## config.mk

```make
export PLATFORM = sky130hd
export DESIGN_NAME = spi_flash_fetch_flat
export DESIGN_NICKNAME = d
export VERILOG_FILES = /design/src/rtl/spi_flash_fetch_if.sv /design/src/rtl/spi_flash_fetch.sv /design/src/flat_wrapper.sv
export SDC_FILE = /design/constraint.sdc
export NUM_CORES = 1
export LEC_CHECK = 0
export CORE_UTILIZATION = 60
export CTS_BUF_LIST = sky130_fd_sc_hd__clkbuf_2 sky130_fd_sc_hd__clkbuf_4 sky130_fd_sc_hd__clkbuf_8
export DETAILED_ROUTE_END_ITERATION = 7
export PLACE_DENSITY = 0.86
export SLEW_MARGIN = 20
export SYNTH_ARGS = -nofsm -noshare
export SYNTH_HDL_FRONTEND = slang
export SYNTH_SLANG_ARGS = --single-unit
```

## constraint.sdc

```tcl
create_clock -name clock -period 5.8 [get_ports clock]
set_input_delay 1.74 -clock clock [delete_from_list [all_inputs] [get_ports clock]]
set_output_delay 1.74 -clock clock [all_outputs]
set_load 0.02 [all_outputs]
```

## src/rtl/spi_flash_fetch_if.sv

```systemverilog
// Request/response port of the SPI flash fetch block: valid/ready request in,
// one-cycle valid pulse with the fetched word out.
interface spi_flash_fetch_if #(
    parameter int ADDR_W = 24
);
    logic              req_valid;
    logic              req_ready;
    logic [ADDR_W-1:0] req_addr;
    logic              rd_valid;
    logic [31:0]       rd_data;

    modport master (
        output req_valid,
        output req_addr,
        input  req_ready,
        input  rd_valid,
        input  rd_data
    );

    modport slave (
        input  req_valid,
        input  req_addr,
        output req_ready,
        output rd_valid,
        output rd_data
    );
endinterface

```

## src/rtl/spi_flash_fetch.sv

```systemverilog
// Single-lane SPI (mode 0, MSB first) flash read master: one 32-bit little-endian word per request.
// Build macro FAST_READ_EN selects command 0x0B with 8 dummy SPI clocks before the data phase.
module spi_flash_fetch #(
    parameter int CLK_DIV = 2,
    parameter int ADDR_W  = 24
) (
    input  logic             clock,
    input  logic             resetb,
    spi_flash_fetch_if.slave bus,
    output logic             flash_csb,
    output logic             flash_clk,
    output logic             flash_io0,
    input  logic             flash_io1
);
    localparam int DIV_W = (CLK_DIV > 1) ? $clog2(CLK_DIV) : 1;
    localparam int CNT_W = 8;
    localparam int TX_W  = 8 + ADDR_W;
`ifdef FAST_READ_EN
    localparam logic [7:0] READ_CMD = 8'h0B;
`else
    localparam logic [7:0] READ_CMD = 8'h03;
`endif

    typedef enum logic [2:0] {S_IDLE, S_CMD, S_ADDR, S_DUMMY, S_DATA, S_DONE, S_GAP} state_t;

    state_t            state_reg, state_next;
    logic [DIV_W-1:0]  div_cnt_reg, div_cnt_next;
    logic              phase_reg, phase_next;
    logic [CNT_W-1:0]  bit_cnt_reg, bit_cnt_next;
    logic [TX_W-1:0]   tx_reg, tx_next;
    logic [31:0]       rx_reg, rx_next;
    logic [31:0]       rd_data_reg, rd_data_next;
    logic [31:0]       rx_swapped;
    logic              timer_run, half_end, bit_end, last_bit;

    // First byte shifted in lands in the top of rx_reg but belongs in the bottom of rd_data.
    genvar gi;
    for (gi = 0; gi < 4; gi++) begin : g_swap
        assign rx_swapped[8*gi +: 8] = rx_reg[8*(3-gi) +: 8];
    end

    // The GAP reuses the bit timer: one silent SPI bit period is exactly the required idle time.
    assign timer_run = (state_reg inside {S_CMD, S_ADDR, S_DUMMY, S_DATA, S_GAP});
    assign half_end  = timer_run && (div_cnt_reg == DIV_W'(CLK_DIV - 1));
    assign bit_end   = half_end && phase_reg;
    assign last_bit  = (bit_cnt_reg == '0);

    always_ff @(posedge clock or negedge resetb) begin
        if (!resetb) begin
            state_reg   <= S_IDLE;
            div_cnt_reg <= '0;
            phase_reg   <= 1'b0;
            bit_cnt_reg <= '0;
            tx_reg      <= '0;
            rx_reg      <= '0;
            rd_data_reg <= '0;
        end else begin
            state_reg   <= state_next;
            div_cnt_reg <= div_cnt_next;
            phase_reg   <= phase_next;
            bit_cnt_reg <= bit_cnt_next;
            tx_reg      <= tx_next;
            rx_reg      <= rx_next;
            rd_data_reg <= rd_data_next;
        end
    end

    always_comb begin
        state_next   = state_reg;
        div_cnt_next = div_cnt_reg;
        phase_next   = phase_reg;
        bit_cnt_next = bit_cnt_reg;
        tx_next      = tx_reg;
        rx_next      = rx_reg;
        rd_data_next = rd_data_reg;

        if (timer_run) begin
            if (half_end) begin
                div_cnt_next = '0;
                phase_next   = ~phase_reg;
                if (!phase_reg && state_reg == S_DATA)
                    rx_next = {rx_reg[30:0], flash_io1};
            end else begin
                div_cnt_next = div_cnt_reg + 1'b1;
            end
        end

        if (bit_end) begin
            tx_next      = {tx_reg[TX_W-2:0], 1'b0};
            bit_cnt_next = bit_cnt_reg - 1'b1;
        end

        case (state_reg)
            S_IDLE: begin
                if (bus.req_valid) begin
                    state_next   = S_CMD;
                    tx_next      = {READ_CMD, bus.req_addr};
                    bit_cnt_next = CNT_W'(7);
                    div_cnt_next = '0;
                    phase_next   = 1'b0;
                end
            end
            S_CMD: begin
                if (bit_end && last_bit) begin
                    state_next   = S_ADDR;
                    bit_cnt_next = CNT_W'(ADDR_W - 1);
                end
            end
            S_ADDR: begin
                if (bit_end && last_bit) begin
`ifdef FAST_READ_EN
                    state_next   = S_DUMMY;
                    bit_cnt_next = CNT_W'(7);
`else
                    state_next   = S_DATA;
                    bit_cnt_next = CNT_W'(31);
`endif
                end
            end
            S_DUMMY: begin
                if (bit_end && last_bit) begin
                    state_next   = S_DATA;
                    bit_cnt_next = CNT_W'(31);
                end
            end
            S_DATA: begin
                if (bit_end && last_bit) begin
                    state_next   = S_DONE;
                    rd_data_next = rx_swapped;
                end
            end
            S_DONE:  state_next = S_GAP;
            S_GAP:   if (bit_end) state_next = S_IDLE;
            default: state_next = S_IDLE;
        endcase
    end

    always_comb begin
        flash_csb     = 1'b1;
        flash_clk     = 1'b0;
        flash_io0     = 1'b0;
        bus.req_ready = 1'b0;
        bus.rd_valid  = 1'b0;
        bus.rd_data   = rd_data_reg;
        case (state_reg)
            S_IDLE: bus.req_ready = 1'b1;
            S_CMD, S_ADDR: begin
                flash_csb = 1'b0;
                flash_clk = phase_reg;
                flash_io0 = tx_reg[TX_W-1];
            end
            S_DUMMY, S_DATA: begin
                flash_csb = 1'b0;
                flash_clk = phase_reg;
            end
            S_DONE:  bus.rd_valid = 1'b1;
            default: ;
        endcase
    end
endmodule

```

## src/flat_wrapper.sv

```systemverilog
// flat-port wrapper written by rule: the top's interface ports become plain ports
module spi_flash_fetch_flat 
#(
    parameter int CLK_DIV = 2,
    parameter int ADDR_W  = 24
)
  (clock, resetb, flash_csb, flash_clk, flash_io0, flash_io1, bus_req_valid, bus_req_addr, bus_req_ready, bus_rd_valid, bus_rd_data);
  spi_flash_fetch_if #(.ADDR_W(ADDR_W)) bus_i ();
  input  logic clock;
  input  logic resetb;
  output logic flash_csb;
  output logic flash_clk;
  output logic flash_io0;
  input  logic flash_io1;
  input wire logic [$bits(bus_i.req_valid)-1:0] bus_req_valid;
  input wire logic [$bits(bus_i.req_addr)-1:0] bus_req_addr;
  output wire logic [$bits(bus_i.req_ready)-1:0] bus_req_ready;
  output wire logic [$bits(bus_i.rd_valid)-1:0] bus_rd_valid;
  output wire logic [$bits(bus_i.rd_data)-1:0] bus_rd_data;
  assign bus_i.req_valid = bus_req_valid;
  assign bus_i.req_addr = bus_req_addr;
  assign bus_req_ready = bus_i.req_ready;
  assign bus_rd_valid = bus_i.rd_valid;
  assign bus_rd_data = bus_i.rd_data;
  spi_flash_fetch #(.CLK_DIV(CLK_DIV), .ADDR_W(ADDR_W)) u_core (.clock(clock), .resetb(resetb), .bus(bus_i), .flash_csb(flash_csb), .flash_clk(flash_clk), .flash_io0(flash_io0), .flash_io1(flash_io1));
endmodule
```

Word-level counts from Yosys, hierarchy flattened
Index checks and enable logic that the tools add are counted.
{"block": "totals", "output_inout_bits": 37, "inputBits": 28, "regBits": 109}
{"block": "classes", "n_mux": 27, "add_sub_neg": 2, "n_eq_ne": 11, "reduce_logical": 14, "bitwise": 1}
{"cell": "$mux 32", "n": 3}
{"cell": "$mux 8", "n": 4}
{"cell": "$pmux 8 s3", "n": 1}
{"cell": "$pmux 3 s6", "n": 1}
{"cell": "$mux 3", "n": 5}
{"cell": "$mux 1", "n": 13}
{"cell": "$eq 3x3->1 const B", "n": 3}
{"cell": "$logic_not 8->1", "n": 1}
{"cell": "$sub 8x1->8 const B", "n": 1}
{"cell": "$eq 3x2->1 const B", "n": 2}
{"cell": "$ne 2x2->1 const B", "n": 3}
{"cell": "$reduce_and 5->1", "n": 1}
{"cell": "$reduce_bool 5->1", "n": 1}
{"cell": "$logic_and 1x1->1", "n": 4}
{"cell": "$ne 2x1->1 const B", "n": 2}
{"cell": "$reduce_or 2->1", "n": 2}
{"cell": "$reduce_or 4->1", "n": 1}
{"cell": "$eq 3x1->1 const B", "n": 1}
{"cell": "$logic_not 3->1", "n": 1}
{"cell": "$reduce_and 3->1", "n": 1}
{"cell": "$reduce_and 2->1", "n": 1}
{"cell": "$add 1x1->1 const B", "n": 1}
{"cell": "$logic_not 1->1", "n": 1}
{"cell": "$not 1->1", "n": 1}

Logic depth before layout (Yosys ltp)
{"block": "logic_depth", "depth_word": 7, "ltp_mapped": 10}

Worst setup path before layout
No wires, ideal clock.
{"block": "synth_timing", "path_kind": "register to output", "start": "reg u_core.state_reg[1]", "end": "out flash_clk", "t_required_ns": 4.060, "path_stages_with_launch": 5, "arrival_ns": 1.469, "setup_slack_ns": 2.591, "path_cell_list": "dfrtp_1 buf_2 or2_2 xnor2_1 nor2_1"}
{"block": "synth_via", "elab_chain_len": 3, "elab_cells_between_ends": 6}
{"item": "start: declaration", "line": "spi_flash_fetch.sv:26", "rtl": "state_t state_reg, state_next;"}
{"item": "start signal: assignment", "line": "spi_flash_fetch.sv:58", "rtl": "state_reg <= state_next;"}
{"item": "$eq 3x3->1 (tied with other cells)", "line": "spi_flash_fetch.sv:145", "rtl": "case (state_reg)"}
{"item": "$reduce_or 4->1 (no line) *"}
{"item": "$mux 1 *", "line": "spi_flash_fetch.sv:145"}
{"item": "end: declaration", "line": "flat_wrapper.sv:12", "rtl": "output logic flash_clk;"}
Every way passes the cells marked *; elsewhere a longest branch is shown, timed or not.

Worst setup path in the final report
{"block": "layout_timing", "start": "reg u_core.state_reg[0]", "end": "out flash_csb"}
{"block": "layout_via", "elab_chain_len": 3, "elab_cells_between_ends": 6}
{"item": "$eq 3x3->1 (tied with other cells)", "line": "spi_flash_fetch.sv:145"}
{"item": "$reduce_or 4->1 (no line) *"}
{"item": "$mux 1 *", "line": "spi_flash_fetch.sv:145"}
{"item": "end: declaration", "line": "flat_wrapper.sv:11", "rtl": "output logic flash_csb;"}
Marks and branches as above.

==> results.sh <==
export IMPL_syn_instance_count=354
export IMPL_worst_slack_ns=1.908
export IMPL_cp_data_required_time_ns=4.06
export IMPL_yosysWarningCount=0
export IMPL_p_switching_uw=630.7
export IMPL_regArea_um2=2728
export IMPL_rsz0062_at_grt="false"
export IMPL_ant_nets=0
export IMPL_wl_per_cell_um=16.40
export IMPL_area_growth_pct=18.43
export IMPL_crit_family="buffers and inverters"
export IMPL_fillers=470
export IMPL_cp_start_kind="flop"
export IMPL_drive_above_1_share_pct=22.12
export IMPL_ctsHoldBuffers=0
export IMPL_clock_latency_ns=0.36
export IMPL_tightest_slew_ns=0.8827
export IMPL_die_area_um2=8225
export IMPL_fp_dieW_um=90.69
export IMPL_cts_buffer_depth=2
export IMPL_pwr_share_comb_pct=26.0
export IMPL_cts_setup_buffers=0
export IMPL_cp_max_fo=13
export IMPL_crit_buf_inv=1
export IMPL_multi_input_area_um2=1863
export IMPL_yosysSeqAreaShare_pct=57.79
export IMPL_netlist_area_um2=4720
export IMPL_dp_slack_ns=2.070
export IMPL_crit_chain="or2_2 -> xnor2_1 -> clkdlybuf4s50_1"
export IMPL_clkSinkCount=109
export IMPL_timing_hold_violations_final=0
export IMPL_grt_pass1_wl_um=14360
export IMPL_yosysUniqueCellTypes=40
export IMPL_synth_seq_cells=109
export IMPL_h_tree_depth=3
export IMPL_p_clk_share_pct=23.3
export IMPL_cts_buffers_inserted=9
export IMPL_clk_pin_slew_ns=0.10
export IMPL_async_reset_ff_share_pct=100.0
export IMPL_power_density_nw_per_um2=354.0
export IMPL_finalCritPeriodShare_pct=67.11
export IMPL_synth_edf_count=0
export IMPL_num_antenna_cells=0
export IMPL_setup_viol=0
export IMPL_synthAdderAreaFrac_pct=1.326
export IMPL_max_stage_delay_ns=0.66
export IMPL_grt_pass1_vias=2846
export IMPL_max_cap_violations=0
export IMPL_portBuffers=64
export IMPL_synth_compound_area_share_pct=4.799
export IMPL_status="complete, no violations"
export IMPL_seqPwrFrac_pct=50.7
export IMPL_avgSynthCellArea_um2=13.33
export IMPL_fmax_ghz=0.2569
export IMPL_dr_pass1_iters=4
export IMPL_timing_hold_ws_ns=0.5157
export IMPL_synth_area_mux_share_pct=24.02
export IMPL_synth_top_area_share_pct=57.79
export IMPL_p_leak_uw=0.002657
export IMPL_arrival_ns=2.15
export IMPL_synth_xor_area_share_pct=1.485
export IMPL_place_congestion=0.8556
export IMPL_yosys_top_cells_area="dfrtp_1 (58%), mux2_4 (9.5%), mux2_2 (8.1%), mux2i_1 (6.4%), o21ai_0 (3.0%)"
export IMPL_placementRows=31
export IMPL_remaining_drc_errors=0
export IMPL_root_buffer="clkbuf_8"
export IMPL_yosys_area_share_simple_pct=7.794
export IMPL_nNetsFinal=445
export IMPL_synth_top_area_cell="dfrtp_1"
export IMPL_grt_start_max_net_pins=75
export IMPL_die_y_um=90.69
export IMPL_core_area_um2=7408
export IMPL_cts_resized=0
export IMPL_peakVddDrop_uv=253.0
export IMPL_hold_class="flop to flop"
export IMPL_slowest_stage="clkdlybuf4s50_1"
export IMPL_drt_initial_drc_count=117
export IMPL_antenna_found_initial=0
export IMPL_clock_skew_ns=0.006157
export IMPL_syn_nets=387
export IMPL_initial_core_util_pct=63.71
export IMPL_switching_share_pct=31.87
export IMPL_critical_path_endpoint_type="output port"
export IMPL_internal_power_uw=1348
export IMPL_setup_tns_ns=0
export IMPL_drv_slew=0
export IMPL_vias=2824
export IMPL_grt_util_all_layers_pct=22.59
export IMPL_worstSetupPathType="flop to output port"
export IMPL_via_per_inst=5.483
export IMPL_hpwl_um=5570
export IMPL_io_pins=65
export IMPL_ys_flop_type="dfrtp_1"
export IMPL_synth_top_family_by_area="multiplexers"
export IMPL_finalWirelength_um=8445
export IMPL_slew_headroom_pct=41.15
export IMPL_tritoncts="done"
export IMPL_grt_overflow_total=0
export IMPL_period_needed_ns=3.892
cells in the final DEF (no fill, tap or decap), types with 3 or more instances in the layout:
cell,Yosys,final
nor3b_1,3,3
mux2_2,34,34
dfrtp_1,109,109
inv_1,3,3
clkdlybuf4s50_1,0,63
nor2_1,17,17
mux2i_1,30,30
nor2b_1,3,3
mux2_4,30,30
nand2_1,34,34
clkbuf_8,0,9
ha_1,5,4
buf_4,1,5
a21oi_1,4,4
o21ai_0,28,28
xnor2_1,6,6
cells in the mapped netlist, types with 2 or more instances:
master,number
clkbuf_1,3
mux2_4,30
a21oi_1,4
ha_1,5
o21ai_1,2
dfrtp_1,109
nand2_1,34
xor2_1,2
nor2b_1,3
mux2_2,34
inv_1,3
buf_6,3
buf_2,12
nor3b_1,3
mux2i_1,30
or2_2,2
a211oi_1,2
a211o_1,2
nor2_1,17
buf_1,2
o21ai_0,28
xnor2_1,6
worst paths after layout:
path	endpoint	from	slack [ns]	cells past startpoint
worst max-delay path	flash_csb	u_core.state_reg[0]	1.91	3
worst min-delay path	u_core.tx_reg[24]	u_core.tx_reg[23]	0.52	1
worst max register to register	u_core.bus.rd_data[5]	u_core.state_reg[2]	2.03	9
worst min register to register	u_core.tx_reg[24]	u_core.tx_reg[23]	0.52	1
max in group asynchronous	u_core.tx_reg[7]	resetb	3.34	2
min in group asynchronous	u_core.tx_reg[19]	resetb	1.48	1
per-stage QoR:
| step | std cells | util [%] | instance area [um^2] | total power [uW] |
|---|---|---|---|---|
| after floorplan | 354 | - | 4720 | 1380 |
| after global placement | 500 | 72.81 | 5394 | 1490 |
| after detailed placement | 500 | 72.81 | 5394 | 1529 |
| after CTS | 515 | 75.44 | 5589 | 1997 |
| after global routing | 515 | 75.44 | 5589 | 2103 |
| final | 515 | 75.44 | 5589 | 1979 |
power by group through the flow:
stage          Combinational [uW]  Clock (uW)  Sequential [uW]
6_report                      515         460             1000
5_1_grt                       575         509             1020
4_1_cts                       522         473             1000
3_5_place_dp                  514           0             1010
3_3_place_gp                  485           0             1010
2_1_floorplan                 404           0              977
layer usage:
layer | GRT usage, % | share of wire [%]
met2 | 37.82 | 52
met1 | 28.74 | 43
met3 | 4.630 | 3.1
met4 | 9.140 | 2.0
met5 | 0 | 0
final cells by class:
cell class / count / area share [%]
Clock inverter: 6 / 1.276
Multi-Input combinational cell: 221 / 33.33
Inverter: 3 / 0.2015
Tap cell: 99 / 2.216
Sequential cell: 109 / 48.80
Clock buffer: 9 / 2.216
Timing Repair Buffer: 68 / 11.95
cells by family (layout without fill, tap and decap cells):
group | count (synthesis) | after routing
xor+xnor | 8 | 8
simple gates | 73 | 73
buf+inv | 24 | 86
flops | 109 | 109
compound gates | 41 | 41
fa+ha+maj | 5 | 5
mux | 94 | 94
Note: power is estimated with default switching activity, not from simulation.
